File: src/rtl/serial_addsub_ctrl.sv
// Bit-serial WIDTH-bit add/subtract sequencer: operands are walked LSB-first
// through one 1-bit add/sub cell, with a carry/borrow flop held between bits.

module addsub_cell (
  input  logic sub,
  input  logic ai,
  input  logic bi,
  input  logic ci,
  output logic s,
  output logic co
);
  logic s1, g1, g2;

  // Two cascaded half stages; the subtract variant inverts the minuend term.
  always_comb begin
    s1 = ai ^ bi;
    g1 = sub ? (~ai & bi) : (ai & bi);
    s  = s1 ^ ci;
    g2 = sub ? (~s1 & ci) : (s1 & ci);
    co = g1 | g2;
  end
endmodule

module serial_addsub_ctrl #(
  parameter int WIDTH = 8
) (
  input  logic             clk,
  input  logic             rst_n,
  input  logic             start,
  input  logic             op,
  input  logic [WIDTH-1:0] a,
  input  logic [WIDTH-1:0] b,
  output logic             busy,
  output logic             done,
  output logic [WIDTH-1:0] result,
  output logic             cout
);
  localparam int CW = $clog2(WIDTH);

  typedef enum logic [1:0] {
    IDLE = 2'd0,
    RUN  = 2'd1,
    DONE = 2'd2
  } state_t;

  state_t          state, state_next;
  logic [WIDTH-1:0] a_sh, b_sh, res_sh;
  logic             op_q;
  logic             carry;
  logic [CW-1:0]    cnt;
  logic             last_bit;
  logic             cell_s, cell_c;

  addsub_cell u_cell (
    .sub (op_q),
    .ai  (a_sh[0]),
    .bi  (b_sh[0]),
    .ci  (carry),
    .s   (cell_s),
    .co  (cell_c)
  );

  assign last_bit = (cnt == CW'(WIDTH - 1));

  always_ff @(posedge clk) begin
    if (!rst_n) state <= IDLE;
    else        state <= state_next;
  end

  always_comb begin
    state_next = state;
    busy       = 1'b0;
    done       = 1'b0;
    case (state)
      IDLE: begin
        if (start) state_next = RUN;
      end
      RUN: begin
        busy = 1'b1;
        if (last_bit) state_next = DONE;
      end
      DONE: begin
        busy       = 1'b1;
        done       = 1'b1;
        state_next = IDLE;
      end
      default: state_next = IDLE;
    endcase
  end

  // Datapath: start only takes effect in IDLE, so a busy request is dropped.
  always_ff @(posedge clk) begin
    if (!rst_n) begin
      a_sh   <= '0;
      b_sh   <= '0;
      res_sh <= '0;
      op_q   <= 1'b0;
      carry  <= 1'b0;
      cnt    <= '0;
    end else begin
      case (state)
        IDLE: begin
          if (start) begin
            a_sh  <= a;
            b_sh  <= b;
            op_q  <= op;
            carry <= 1'b0;
            cnt   <= '0;
          end
        end
        RUN: begin
          a_sh   <= a_sh >> 1;
          b_sh   <= b_sh >> 1;
          res_sh <= {cell_s, res_sh[WIDTH-1:1]};
          carry  <= cell_c;
          cnt    <= cnt + CW'(1);
        end
        default: ;
      endcase
    end
  end

  assign result = res_sh;
  assign cout   = carry;
endmodule

File: config.mk
export PLATFORM = sky130hd
export DESIGN_NAME = serial_addsub_ctrl
export DESIGN_NICKNAME = d
export VERILOG_FILES = /design/src/rtl/serial_addsub_ctrl.sv
export SDC_FILE = /design/constraint.sdc
export NUM_CORES = 1
export LEC_CHECK = 0
export CORE_ASPECT_RATIO = 0.5
export CORE_MARGIN = 2
export CORE_UTILIZATION = 45
export DETAILED_ROUTE_END_ITERATION = 7
export PLACE_DENSITY = 0.74
export SYNTH_ARGS = -nofsm -noshare
export SYNTH_HDL_FRONTEND = slang
export SYNTH_HIERARCHICAL = 1
export SYNTH_SLANG_ARGS = --single-unit
File: constraint.sdc
create_clock -name clk -period 1.4 [get_ports clk]
set_clock_uncertainty 0.05 [all_clocks]
set_input_delay 0.28 -clock clk [delete_from_list [all_inputs] [get_ports clk]]
set_output_delay 0.28 -clock clk [all_outputs]
set_load 0.05 [all_outputs]
# Word-level counts from Yosys, hierarchy flattened
# Cells that the tools add are included.
# W data, S select, Z words.
dict set report totals {
  register_bits 31
  latch_bits 0
  mem_bits_rw 0
  romBits 0
  inputBits 20
  output_inout_bits 11
  word_cells 43
  n_memories 0
}
dict set report op_classes {
  addsub 1
  mul 0
  div 0
  magnitude_cmp 0
  n_eq_ne 5
  n_shift 0
  mux 15
  bitwise_logic 9
  reduce_logical 6
}
# operator count
set ops {}
lappend ops {{$pmux W8 S2} 2}
lappend ops {{$mux W8} 2}
lappend ops {{$pmux W3 S2} 1}
lappend ops {{$reduce_and A2 Y1} 3}
lappend ops {{$mux W1} 5}
lappend ops {{$and A1 B1 Y1} 4}
lappend ops {{$mux W2} 2}
lappend ops {{$ne A2 B2 Y1 const B} 2}
lappend ops {{$pmux W2 S2} 1}
lappend ops {{$add A3 B1 Y3 const B} 1}
lappend ops {{$eq A3 B3 Y1 const B} 1}
lappend ops {{$mux W3} 1}
lappend ops {{$eq A2 B1 Y1 const B} 1}
lappend ops {{$eq A2 B2 Y1 const B} 1}
lappend ops {{$logic_not A2 Y1} 1}
lappend ops {{$not A1 Y1} 2}
lappend ops {{$pmux W1 S2} 1}
lappend ops {{$reduce_bool A2 Y1} 1}
lappend ops {{$reduce_or A2 Y1} 1}
lappend ops {{$xor A1 B1 Y1} 2}
lappend ops {{$or A1 B1 Y1} 1}

# Longest topological paths before layout
# Gate-level depths: netlist of run 1.
dict set report depth {
  word_depth 6
  depth_mapped 7
  depth_no_buf 5
}

# Hierarchy
# Netlist of run 1, hierarchy kept.
# module instances cells_per_inst area_each_um2 seq_area_each_um2
set modules_own_cells {}
lappend modules_own_cells {serial_addsub_ctrl 1 141 1453.9 620.6}
lappend modules_own_cells {addsub_cell 1 4 37.5 0.0}

# Least setup slack after synthesis of run 1
# Ideal clock, no wire load.
dict set report synth_path {
  kind {reg-to-reg}
  startpoint {register state[0]}
  endpoint {register a_sh[1]}
  setup_time_ns 0.146
  arrival_ns 1.387
  required_time_ns 1.204
  path_slack_ns -0.183
  stages_incl_launch_ff 8
  path_buffers 2
  synth_period_minus_slack_ns 1.583
  path_cell_list {dfxtp_1 inv_1 ha_1 buf_6 mux2_4 buf_6 nor2_1 a211oi_2}
}
dict set report synth_via {
  elab_chain_len 3
  elab_cells_between_ends 6
  cone_classes {eq/ne (2); mux (1); reduce/logical (3)}
}
# element line
set synth_lines {}
lappend synth_lines {{from (decl)} 46} ;# state_t state, state_next;
lappend synth_lines {{from (signal assigned)} 67} ;# else state <= state_next;
lappend synth_lines {{$eq A2 B1 Y1 / $logic_not A2 Y1 (equally long branches)} 101} ;# case (state)
lappend synth_lines {{$reduce_bool A2 Y1 (no source line) / $ne A2 B2 Y1 (equally long branches)} n/a}
lappend synth_lines {{$reduce_and A2 Y1 (no source line)} n/a}
lappend synth_lines {{to (signal assigned)} 112} ;# a_sh <= a_sh >> 1;
lappend synth_lines {{to (decl)} 47} ;# logic [WIDTH-1:0] a_sh, b_sh, res_sh;
# Several ways; a longest one is shown, not always the timed one.
# A chain may end at the register's enable or synchronous reset.

# Worst setup path after layout of run 1
dict set report layout_path {
  startpoint {register state[0]}
  endpoint {register b_sh[5]}
}
dict set report layout_via {
  elab_chain_len 3
  elab_cells_between_ends 6
  cone_classes {eq/ne (2); mux (1); reduce/logical (3)}
}
# element line
set layout_lines {}
lappend layout_lines {{$eq A2 B1 Y1 / $logic_not A2 Y1 (equally long branches)} 101}
lappend layout_lines {{$reduce_bool A2 Y1 (no source line) / $ne A2 B2 Y1 (equally long branches)} n/a}
lappend layout_lines {{$reduce_and A2 Y1 (no source line)} n/a}
lappend layout_lines {{to (signal assigned)} 113} ;# b_sh <= b_sh >> 1;
lappend layout_lines {{to (decl)} 47}
# Several ways; a longest one is shown, not always the timed one.

==> results of run 1 <==
## cells by family after synthesis
logic type      after synthesis
simple gates                 39
flops                        31
compound gates               27
mux                          24
buf+inv                      14
fa+ha+maj                     7
xor+xnor                      3
## synth_stat cells
cell type	count	area, µm²
nand3b_1	1	7.510
buf_4	1	7.510
buf_2	4	20.02
buf_8	1	15.01
maj3_2	1	11.26
o21ai_0	4	20.02
inv_1	3	11.26
nand2b_1	1	6.260
nor2b_1	2	12.51
a32oi_1	3	26.28
nor2_1	27	101.4
or2b_1	1	7.510
xnor2_1	2	17.52
buf_6	2	22.52
a211oi_2	14	175.2
a21oi_1	6	30.03
nand2_1	3	11.26
nand4b_1	2	17.52
clkbuf_1	3	11.26
ha_1	6	75.07
xor2_1	1	8.760
dfxtp_1	31	620.6
mux2i_1	23	230.2
nand3_1	2	10.01
mux2_4	1	15.01
## worst max path at each step
stage | to | slack [ns] | cells after the start
2_1_floorplan | a_sh[0] | -0.09 | 7
3_3_place_gp | cnt[1] | -0.15 | 5
3_5_place_dp | cnt[1] | -0.21 | 5
4_1_cts | done | -0.03 | 4
5_1_grt | a_sh[2] | -0.07 | 5
6_report | b_sh[5] | -0.04 | 6
## layer usage
layer	global-route usage [%]	up-vias	share of wire [%]
met5	0	-	0
met4	7.619	0	1.8
met3	5.484	6	3.2
met2	34.84	22	50
met1	23.30	580	44
li1	-	599	-
## layout make-up
cell class              instances  share of cell area, %
inverters                       3                 0.6828
clock buffers                   6                  3.466
multi-input cells             100                  38.66
repair buffers                 50                  27.36
flip-flops and latches         31                  26.26
well taps                      40                  2.101
clock inverters                 2                  1.471
## sequential cells by signal, indices dropped and copies added (netlist names)
name    flops
cout        1
state       2
cnt         3
op_q        1
b_sh        8
result      8
a_sh        8
## report_power, final
group	total (µW)	leakage, µW	switching [µW]	internal (µW)
clock	922	0.0000612	346	576
combinational	1010	0.000593	466	546
sequential	1060	0.000255	86.9	973
total	2990	0.000910	899	2090
## repair_timing
| action | 4_1_cts | 5_1_grt |
|---|---|---|
| pin swaps | 2 | 3 |
| cloned | 0 | 1 |
| setup buffers | 1 | 0 |
| hold endpoints to repair | 0 | 0 |
| setup endpoints to repair | 23 | 27 |
| gates resized for setup | 17 | 15 |
## tightest hold or removal path, delay by kind of cell (launching register included)
| family | cells | cell delay [ns] |
|---|---|---|
| flops | 1 | 0.31 |
| compound gates | 2 | 0.13 |
## per-stage QoR
stage	setup WS, ns	utilization, %
CTS	-0.02558	74.55
detailed placement	-0.2138	67.98
finish	-0.03841	77.27
global placement	-0.1522	67.98
global route	-0.07418	77.27
floorplan	-0.09436	-
==> flow_metrics.env, run 1 <==
export IMPL_status="complete, but fails checks"
export IMPL_violations="setup timing"
export IMPL_core_um2=3083
export IMPL_layout_setup_ws_ns=-0.03841
export IMPL_cp_required_ns=1.52
export IMPL_grt_overflow_total=0
export IMPL_layout_cells_most_common="dfxtp_1"
export IMPL_dieHeight_um=44.71
export IMPL_r2r_end="b_sh[5]"
export IMPL_numPortBuffers=30
export IMPL_start_util_pct=48.38
export IMPL_finalCritPeriodShare_pct=102.7
export IMPL_synth_xor_area_share_pct=1.762
export IMPL_power_density_nw_per_um2=1257
export IMPL_fin_tns_setup_ns=-0.3498
export IMPL_rrSetupSlack_ns=-0.04
export IMPL_post_synth_instance_area_um2=1491
export IMPL_final_cell_mix="29 x dfxtp_1, 23 x mux2i_1, 19 x clkdlybuf4s50_1, 16 x buf_12"
export IMPL_ys_seq_elements=31
export IMPL_fin_area_um2=2382
export IMPL_gp_congestion=0.7234
export IMPL_synth_fa_ha_area_share_pct=5.789
export IMPL_cts_max_level=2
export IMPL_r2r_cells=6
export IMPL_rsz0062_at_grt="true"
export IMPL_layout_drive_gt1_share_pct=40.63
export IMPL_route_detailed_drc=0
export IMPL_cts_sinks=31
export IMPL_synthMuxAreaShare_pct=16.44
export IMPL_finish_net_count=217
export IMPL_synth_distinct_cells=25
export IMPL_antenna_left=0
export IMPL_hold_viol_final=0
export IMPL_cts_root_buf="clkbuf_8"
export IMPL_synth_compound_area_share_pct=16.86
export IMPL_max_freq_mhz=695.2
export IMPL_critPathMaxStageDelay_ns=0.38
export IMPL_r2r_start="state[0]"
export IMPL_grt_pass1_wl_um=5685
export IMPL_setup_viol=16
export IMPL_startpoint="state[0]"
export IMPL_antenna_found_initial=0
export IMPL_ir_drop_uv=821.6
export IMPL_synth_cells=145
export IMPL_yosysSeqAreaShare_pct=41.61
export IMPL_post_dp_cell_area_um2=2096
export IMPL_placed_cells=222
export IMPL_hold_path_end="b_sh[7]"
export IMPL_routedWlPerCell_um=15.08
export IMPL_critPathTopFamily="flip-flops"
export IMPL_holdCritStartpoint="b_sh[7]"
export IMPL_area_growth_synth_to_final_pct=59.73
export IMPL_fp_row_count=14
export IMPL_path_clk_slew_ns=0.07
export IMPL_holdPathStages=2
export IMPL_cts_tree="built"
export IMPL_grt_use_total_pct=19.60
export IMPL_synth_top_family_by_area="compound AO/OA/AOI/OAI gates"
export IMPL_fill_cells=195
export IMPL_worstMarginPinSlew_ns=0.2486
export IMPL_regArea_um2=625.6
export IMPL_yosysWarnings=6
export IMPL_final_min_clock_period_ns=1.438
export IMPL_clk_latency_ns=0.28
export IMPL_dieWidth_um=85.42
export IMPL_max_cap_violations=0
export IMPL_n_antenna_cell=0
export IMPL_avgSynthCellArea_um2=10.29
export IMPL_grt_max_degree=19
export IMPL_synth_simple_gate_area_share_pct=11.66
export IMPL_cp_data_arrival_time_ns=1.56
export IMPL_finalPower_uw=2994
export IMPL_syn_num_nets=171
export IMPL_maxSlewViolCount=0
export IMPL_leakage_uw=0.0009095
export IMPL_numCtsBuffers=5
export IMPL_crit_slowest_cell="dfxtp_4"
export IMPL_hpwl_um=2127
export IMPL_wl_um=3498
export IMPL_grt_pass1_vias=1218
export IMPL_die_area_um2=3819
export IMPL_vias=1207
export IMPL_drtPass1Iterations=3
export IMPL_crit_buf_inv=2
export IMPL_ctsHoldBuffers=0
export IMPL_criticalPathCategory="reg2reg"
export IMPL_crit_chain="inv_4, ha_4, mux2_4, clkbuf_16, nor2_2, a211oi_2"
export IMPL_multi_input_area_um2=920.9
export IMPL_end_kind="flop"
export IMPL_path_max_fanout=7
export IMPL_slew_headroom_pct=83.41
export IMPL_critPathLaunchType="flop"
export IMPL_vias_per_cell=5.203
export IMPL_stdcell_count=232
export IMPL_clk_path_buf_depth=2
export IMPL_hold_ws_ns=0.4268
export IMPL_hold_path_class="reg2reg"
export IMPL_num_io_pins=31
export IMPL_drt_iter0_markers=9
Note: power is estimated with default switching activity, not from simulation.
==> run 2, diff against run 1 <==
- REMOVE_ABC_BUFFERS: unset -> 1
==> run 2 against run 1 <==
Against the previous run: the flow still finishes with violations (setup timing); worst hold slack improved by 0.0091 ns; sequential power about the same; sequential cell count unchanged; utilization decreased by 5.1 points; combinational power decreased by 12%; critical endpoint is now cnt[1]; highest routed layer unchanged.
==> flow_metrics.env, run 2 (synthesized netlist as in run 1, its figures left out) <==
export IMPL_max_freq_mhz=684.8
export IMPL_path_max_fanout=5
export IMPL_fp_row_count=14
export IMPL_pwr_share_clk_pct=26.3
export IMPL_clk_path_buf_depth=2
export IMPL_vias_per_cell=5.243
export IMPL_end_kind="flop"
export IMPL_cts_sinks=31
export IMPL_status="complete, but fails checks"
export IMPL_stdcell_count=230
export IMPL_post_place_ws_ns=-0.2174
export IMPL_power_density_nw_per_um2=1172
export IMPL_fin_util_pct=72.20
export IMPL_switching_share_pct=31.82
export IMPL_rsz0062_at_grt="true"
export IMPL_p_sw_uw=830.0
export IMPL_hold_viol_final=0
export IMPL_gp_congestion=0.8662
export IMPL_criticalPathCategory="reg2reg"
export IMPL_setup_viol=5
export IMPL_cts_tree="built"
export IMPL_ir_drop_uv=568.1
export IMPL_final_min_clock_period_ns=1.460
export IMPL_hpwl_um=1976
export IMPL_dieWidth_um=85.42
export IMPL_layout_drive_gt1_share_pct=35.79
export IMPL_num_io_pins=31
export IMPL_grt_overflow_total=0
export IMPL_finalCritPeriodShare_pct=104.3
export IMPL_layout_setup_ws_ns=-0.06029
export IMPL_routedWlPerCell_um=13.70
export IMPL_combPwrFrac_pct=34.2
export IMPL_dieHeight_um=44.71
export IMPL_layout_cells_most_common="dfxtp_1"
export IMPL_leakage_uw=0.0008543
export IMPL_n_antenna_cell=0
export IMPL_vias=1206
export IMPL_cp_data_arrival_time_ns=1.59
export IMPL_antenna_left=0
export IMPL_cp_required_ns=1.53
export IMPL_antenna_found_initial=0
export IMPL_wl_um=3150
export IMPL_fin_tns_setup_ns=-0.1128
export IMPL_max_cap_violations=0
export IMPL_p_int_uw=1779
export IMPL_core_um2=3083
export IMPL_numPortBuffers=30
export IMPL_violations="setup timing"
export IMPL_cts_root_buf="clkbuf_8"
export IMPL_worstMarginPinSlew_ns=0.2057
export IMPL_cts_max_level=2
export IMPL_die_area_um2=3819
export IMPL_multi_input_area_um2=873.3
export IMPL_drt_iter0_markers=65
export IMPL_grt_max_degree=31
export IMPL_maxSlewViolCount=0
export IMPL_placed_cells=217
export IMPL_critPathLaunchType="flop"
export IMPL_start_util_pct=48.38
export IMPL_path_clk_slew_ns=0.07
export IMPL_fill_cells=212
export IMPL_pwr_share_seq_pct=39.6
export IMPL_slew_headroom_pct=85.89
export IMPL_final_cell_mix="29 x dfxtp_1, 24 x nor2_1, 21 x mux2i_1, 19 x clkdlybuf4s50_1, 14 x a211oi_2"
export IMPL_regArea_um2=623.1
export IMPL_hold_path_class="reg2reg"
export IMPL_grt_use_total_pct=18.53
export IMPL_clk_latency_ns=0.28
export IMPL_drtPass1Iterations=4
export IMPL_numCtsBuffers=5
export IMPL_finish_net_count=215
export IMPL_grt_pass1_wl_um=5375
export IMPL_route_detailed_drc=0
export IMPL_grt_pass1_vias=1220
export IMPL_area_growth_synth_to_final_pct=49.24
## run 2: worst paths after layout
path,startpoint,to,cells past startpoint,slack (ns)
worst min register to register,a_sh[7],a_sh[7],2,0.44
worst min-delay path,a_sh[7],a_sh[7],2,0.44
worst max-delay path,state[1],cnt[1],6,-0.06
worst max register to register,state[1],cnt[1],6,-0.06
## run 2: layer usage
layer	routed length [µm]	vias up	global-route usage, %
met5	0	-	0
met4	56	0	7.619
met3	159	7	6.216
met2	1497	24	33.28
met1	1436	576	20.98
li1	-	599	-
## run 2: per-stage QoR
stage | total power, µW | hold slack [ns] | instance area (µm²)
2_1_floorplan | 1515 | 0.3707 | 1415
3_3_place_gp | 1763 | 0.4019 | 1986
3_5_place_dp | 1783 | 0.4229 | 1986
4_1_cts | 2562 | 0.4330 | 2161
5_1_grt | 2726 | 0.4583 | 2226
6_report | 2609 | 0.4358 | 2226
## run 2: worst max-delay path, stage by stage (launching register included)
cell and delay, ns:
dfxtp_2 0.34, inv_4 0.08, ha_4 0.17, buf_6 0.13
or2b_4 0.30, a32oi_1 0.22, nor2_1 0.06
## run 2: layout make-up
class,instances,share of cell area [%]
Clock buffer,5,3.092
Timing Repair Buffer,47,26.14
Tap cell,40,2.248
Sequential cell,31,27.99
Clock inverter,3,0.6745
Multi-Input combinational cell,101,39.24
Inverter,3,0.6183
## run 2: power groups by stage
| stage | clock, µW | sequential, µW | combinational, µW |
|---|---|---|---|
| after floorplan | 0 | 1050 | 467 |
| after global placement | 0 | 1040 | 722 |
| after detailed placement | 0 | 1040 | 738 |
| after CTS | 703 | 1030 | 830 |
| after global routing | 730 | 1040 | 953 |
| final | 685 | 1030 | 892 |
## run 2: what timing repair did
| item | in CTS | in global routing |
|---|---|---|
| pin swaps | 4 | 4 |
| cloned | 1 | 0 |
| resized for setup | 17 | 12 |
| setup buffers | 2 | 2 |
| endpoints found under the hold margin | 0 | 0 |
| endpoints found under the setup margin | 30 | 21 |
| hold buffers | 0 | 0 |
